File: src/rtl/addsub_seq_pkg.sv
// Shared definitions for the slice-serial add/subtract sequencer:
// FSM state encoding, slice width and the slice-index width helper.
package addsub_seq_pkg;

    typedef enum logic [1:0] {
        IDLE = 2'd0,
        RUN  = 2'd1,
        DONE = 2'd2
    } state_t;

    localparam int SLICE_W = 2;

    // Width of the slice index counter: enough for WIDTH/2 slices, never below 1 bit.
    function automatic int idx_width(input int width);
        int n;
        n = $clog2(width / SLICE_W);
        if (n < 1) n = 1;
        return n;
    endfunction

endpackage

File: src/rtl/addsub2_slice.sv
// Combinational 2-bit full-adder slice. The controller pre-inverts b for
// subtraction; c1 exposes the carry into bit 1 for signed-overflow detection.
module addsub2_slice
    import addsub_seq_pkg::*;
(
    input  logic [SLICE_W-1:0] a,
    input  logic [SLICE_W-1:0] b,
    input  logic               cin,
    output logic [SLICE_W-1:0] s,
    output logic               cout,
    output logic               c1
);

    assign s[0] = a[0] ^ b[0] ^ cin;
    assign c1   = (a[0] & b[0]) | (a[0] & cin) | (b[0] & cin);
    assign s[1] = a[1] ^ b[1] ^ c1;
    assign cout = (a[1] & b[1]) | (a[1] & c1) | (b[1] & c1);

endmodule

File: src/rtl/addsub_seq_ctrl.sv
// WIDTH-bit add/subtract sequencer: streams 2-bit operand slices LSB first
// through one addsub2_slice, one slice per cycle, with a registered carry.
// Optional feature macro: ADDSUB_SEQ_OVF_EN enables the registered signed
// overflow flag; when undefined, ovf is tied low.
module addsub_seq_ctrl
    import addsub_seq_pkg::*;
#(
    parameter int WIDTH = 8
) (
    input  logic             clk,
    input  logic             rst_n,
    input  logic             start,
    input  logic             sub,
    input  logic [WIDTH-1:0] a,
    input  logic [WIDTH-1:0] b,
    output logic             busy,
    output logic             done,
    output logic [WIDTH-1:0] result,
    output logic             cout,
    output logic             ovf
);

    localparam int NSL = WIDTH / SLICE_W;
    localparam int IW  = idx_width(WIDTH);

    state_t             r_state;
    state_t             w_state_nxt;
    logic [WIDTH-1:0]   r_a;
    logic [WIDTH-1:0]   r_b;
    logic               r_sub;
    logic               r_c;
    logic [IW-1:0]      r_idx;
    logic [WIDTH-1:0]   r_result;
    logic               r_cout;

    logic               w_accept;
    logic               w_last;
    logic [IW:0]        w_base;
    logic [SLICE_W-1:0] w_sa;
    logic [SLICE_W-1:0] w_sb;
    logic [SLICE_W-1:0] w_s;
    logic               w_co;

    // start is only honoured when no operation is in flight
    assign w_accept = start && ((r_state == IDLE) || (r_state == DONE));
    assign w_last   = (r_idx == IW'(NSL - 1));
    assign w_base   = {r_idx, 1'b0};
    assign w_sa     = r_a[w_base +: SLICE_W];
    assign w_sb     = r_b[w_base +: SLICE_W] ^ {SLICE_W{r_sub}};

`ifdef ADDSUB_SEQ_OVF_EN
    logic w_c1;
`else
    logic w_c1_unused;
`endif

    addsub2_slice u_slice (
        .a    (w_sa),
        .b    (w_sb),
        .cin  (r_c),
        .s    (w_s),
        .cout (w_co),
`ifdef ADDSUB_SEQ_OVF_EN
        .c1   (w_c1)
`else
        .c1   (w_c1_unused)
`endif
    );

    // State register
    always_ff @(posedge clk or negedge rst_n) begin
        if (!rst_n) r_state <= IDLE;
        else        r_state <= w_state_nxt;
    end

    // Next-state logic: DONE lasts one cycle and can chain straight into RUN
    always_comb begin
        w_state_nxt = r_state;
        case (r_state)
            IDLE:    if (start)  w_state_nxt = RUN;
            RUN:     if (w_last) w_state_nxt = DONE;
            DONE:    w_state_nxt = start ? RUN : IDLE;
            default: w_state_nxt = IDLE;
        endcase
    end

    // Handshake outputs decoded from state
    always_comb begin
        busy = (r_state == RUN);
        done = (r_state == DONE);
    end

    // Operand capture; only meaningful after an accept, so no reset needed
    always_ff @(posedge clk) begin
        if (w_accept) begin
            r_a   <= a;
            r_b   <= b;
            r_sub <= sub;
        end
    end

    // Slice sequencing: carry seeded with sub (the +1 of two's complement),
    // one result slice written per RUN cycle, cout captured on the last slice
    always_ff @(posedge clk or negedge rst_n) begin
        if (!rst_n) begin
            r_c      <= 1'b0;
            r_idx    <= '0;
            r_result <= '0;
            r_cout   <= 1'b0;
        end else if (w_accept) begin
            r_c   <= sub;
            r_idx <= '0;
        end else if (r_state == RUN) begin
            r_result[w_base +: SLICE_W] <= w_s;
            r_c                         <= w_co;
            r_idx                       <= r_idx + IW'(1);
            if (w_last) r_cout <= w_co;
        end
    end

`ifdef ADDSUB_SEQ_OVF_EN
    logic r_ovf;

    // Signed overflow: carry into the MSB differs from carry out of the MSB
    always_ff @(posedge clk or negedge rst_n) begin
        if (!rst_n)                           r_ovf <= 1'b0;
        else if ((r_state == RUN) && w_last)  r_ovf <= w_c1 ^ w_co;
    end

    assign ovf = r_ovf;
`else
    assign ovf = 1'b0;
`endif

    assign result = r_result;
    assign cout   = r_cout;

endmodule

File: config.mk
export PLATFORM = sky130hd
export DESIGN_NAME = addsub_seq_ctrl
export DESIGN_NICKNAME = d
export VERILOG_FILES = /design/src/rtl/addsub_seq_pkg.sv /design/src/rtl/addsub2_slice.sv /design/src/rtl/addsub_seq_ctrl.sv
export SDC_FILE = /design/constraint.sdc
export NUM_CORES = 1
export LEC_CHECK = 0
export CAP_MARGIN = 10
export CORE_MARGIN = 1
export CORE_UTILIZATION = 35
export CTS_CLUSTER_DIAMETER = 30
export DETAILED_ROUTE_END_ITERATION = 10
export HOLD_SLACK_MARGIN = 0.12
export MAX_ROUTING_LAYER = met4
export SLEW_MARGIN = 0
export SYNTH_ARGS = -nofsm -noshare
export SYNTH_HDL_FRONTEND = slang
export SYNTH_SLANG_ARGS = --single-unit
File: constraint.sdc
create_clock -name clk -period 6.1 [get_ports clk]
set_clock_uncertainty 0.1 [all_clocks]
set_input_delay 1.22 -clock clk [delete_from_list [all_inputs] [get_ports clk]]
set_output_delay 1.22 -clock clk [all_outputs]
set_load 0.005 [all_outputs]
==> results.cfg <==
[outcome]
outcome = completed

[placed_design]
placement.cell_area_sq_um = 1710
place.port_buffers = 30
routabilityCongestion = 0.796

[synthesis]
post_synthesis_cell_area_sq_um = 1370
async_flop_share = 0.452
yosys_warnings = 0
postSynth.topFlopCell = edfxtp_1
synth.yosys.seq_area_share = 0.628
largest_area_contributor_in_the_synthesized_netlist = edfxtp_1
synth-edff-count = 17
post_synth_main_area_contributors = edfxtp_1 (37%), dfrtp_1 (26%), ha_1 (5.5%)
synth_fp_nets = 121
synth.lib_cells_used.distinct = 21
synth_top_area_share = 0.373
syn_inst = 93
postSynthAreaPerCell_sq_um = 14.7
synth.ff_latch_count = 31

[clock_network]
clock_sinks = 31
worst_setup_hold_path_clk_slew_ps = 60
htree_num_levels = 2
worstSkewPairLatency_ps = 290
ctsHoldBuffers = 0
cts_buffer_depth = 2
cts_post_setup_buffers_inserted = 0
cts_made_buffers = 5
post_cts.resized_instances = 0
tritoncts = built
clk_root_buffer_cell = clkbuf_8

[sta]
slew-limit-headroom = 0.559
timing_hold_violations_final = 0
number_of_pins_exceeding_their_max_slew_limit_in_the_final_report = 0
post-route-min-period_ps = 2960
worst-slew-pin-transition_ps = 660
final.setup.tns_ps = 0
finalSetupViolations = 0
fmax_ghz = 0.338
final_min_period_over_clock_period = 0.486
grt_setup_unrepaired = no

[worst_setup_path]
endpoint_kind = output pin
cp_data_required_time_ps = 4780
critPathLaunchType = flop
worst-path-max-fanout = 7
worstSetupPathType = reg2out
critPathArrivalTime_ps = 1640

[pwr]
power.share.sequential = 0.401
power.share.combinational = 0.413
p_int_mw = 0.535
power.clock.fraction = 0.187
power-per-cell-area_nw_per_um2 = 461
fraction_of_power_spent_switching_nets = 0.354
ir_drop_mv = 0.223
net-switching-power_mw = 0.294
p_leak_nw = 0.713

[route]
wl_met2_microns = 993
number_of_antenna_violating_nets_in_the_routed_design = 0
routed-wl-met3_microns = 148
vias = 834
first_pass_iters = 4
routedLengthMet1_microns = 1030
top_layer_used = met4
drt_first_iter_violations = 55
avgRoutedWirePerCell_microns = 12.6
wl_microns = 2240
drc_errors = 0
vias_per_cell = 4.71

[floorplanning]
die_h_microns = 64.6
core_area_sq_um = 3720
floorplan.die.width_microns = 64.6
fp.dieArea_sq_um = 4170
floorplan.initialDensity = 0.369
fp-row-count = 22
io_pins = 32

[global_route]
grt_first_pass_wirelength_microns = 3770
first_global_vias = 798
global_route.usage.total = 0.132
grt-ovfl-total = 0
grt_max_degree = 19
grt_antenna_before_repair = 0

[cells_and_area]
synthToLayoutAreaGrowth_pct = 31.1
layout-drive-gt1-share = 0.0775
finish.net_count = 156
mostFrequentLayoutCell = clkdlybuf4s50_1
antenna_cells_inserted = 0
postLayoutCellArea_sq_um = 1800
mostFrequentLayoutCells = clkdlybuf4s50_1 (30), edfxtp_1 (17), dfrtp_1 (14), nand2_1 (11), inv_1 (8)

[hold_path]
hold_class = reg2reg

[run]
drv_cap = 0
[logic make-up after synthesis]
logic type,share of synthesized area
AOI/OAI and AO/OA,0.0767
buffers and inverters,0.0356
muxes,0.0712
adders and majority gates,0.0840
DFF,0.628
other,0.00274
and+or+nand+nor,0.0886
xor gates and xnor gates,0.0128
[critical path: stages, from the launching register on]
cell and delay (ps):
dfrtp_1 430, nand2b_1 220, inv_1 170, clkdlybuf4s50_1 530
[final cells by class]
cell class / instances / area, sq um
Clock buffer: 5 / 68.8
Clock inverter: 3 / 15.0
Fill cell: 343 / 1920
Inverter: 8 / 30.0
Multi-Input combinational cell: 52 / 460
Sequential cell: 31 / 861
Tap cell: 48 / 60.1
Timing Repair Buffer: 30 / 300
[flip-flops by register name, summed over array words and instances, names as in the netlist]
register	count
r_sub	1
r_a	8
r_idx	2
r_b	8
result	8
cout	1
r_c	1
r_state	2
[layer usage]
metal / GRT usage / vias to the layer above
met5: - / -
met4: 0.0750 / 0
met3: 0.0581 / 7
met2: 0.182 / 31
met1: 0.160 / 387
li1: - / 409
[metrics by stage]
step                std cells  worst slack, ps  power [mW]  hold slack (ps)  utilization
global route              177             3030       0.897              400        0.483
global placement          169             3250       0.677              361        0.461
finish                    177             3140       0.828              380        0.483
floorplan                  93             3510       0.557              367            -
detailed placement        169             3210       0.680              365        0.461
CTS                       177             3120       0.839              385        0.483
[path summary, 6_finish.rpt]
kind / end / start / cells past startpoint / slack [ps]
max reg2reg: result[5] / r_idx[0] / 6 / 3210
min in group asynchronous: result[6] / rst_n / 1 / 1220
max in group asynchronous: r_idx[1] / rst_n / 1 / 4260
min reg2reg: result[4] / result[4] / 2 / 380
min: result[4] / result[4] / 2 / 380
max: busy / r_state[1] / 3 / 3140
[cell usage after synthesis (2+ instances only)]
master,count
dfrtp_1,14
o41ai_1,6
o21ai_0,3
mux4_1,2
mux4_2,2
xnor2_1,2
o31ai_1,3
fa_1,2
nand2_1,11
edfxtp_1,17
nand2b_1,5
inv_1,8
nand3b_1,5
ha_1,6
[power groups by stage]
stage / Clock [mW] / Combinational (mW) / Sequential [mW]
2_1_floorplan: 0 / 0.238 / 0.319
3_3_place_gp: 0 / 0.341 / 0.336
3_5_place_dp: 0 / 0.342 / 0.338
4_1_cts: 0.160 / 0.345 / 0.334
5_1_grt: 0.169 / 0.387 / 0.341
6_report: 0.155 / 0.342 / 0.332
(Power assumes the default switching activity.)
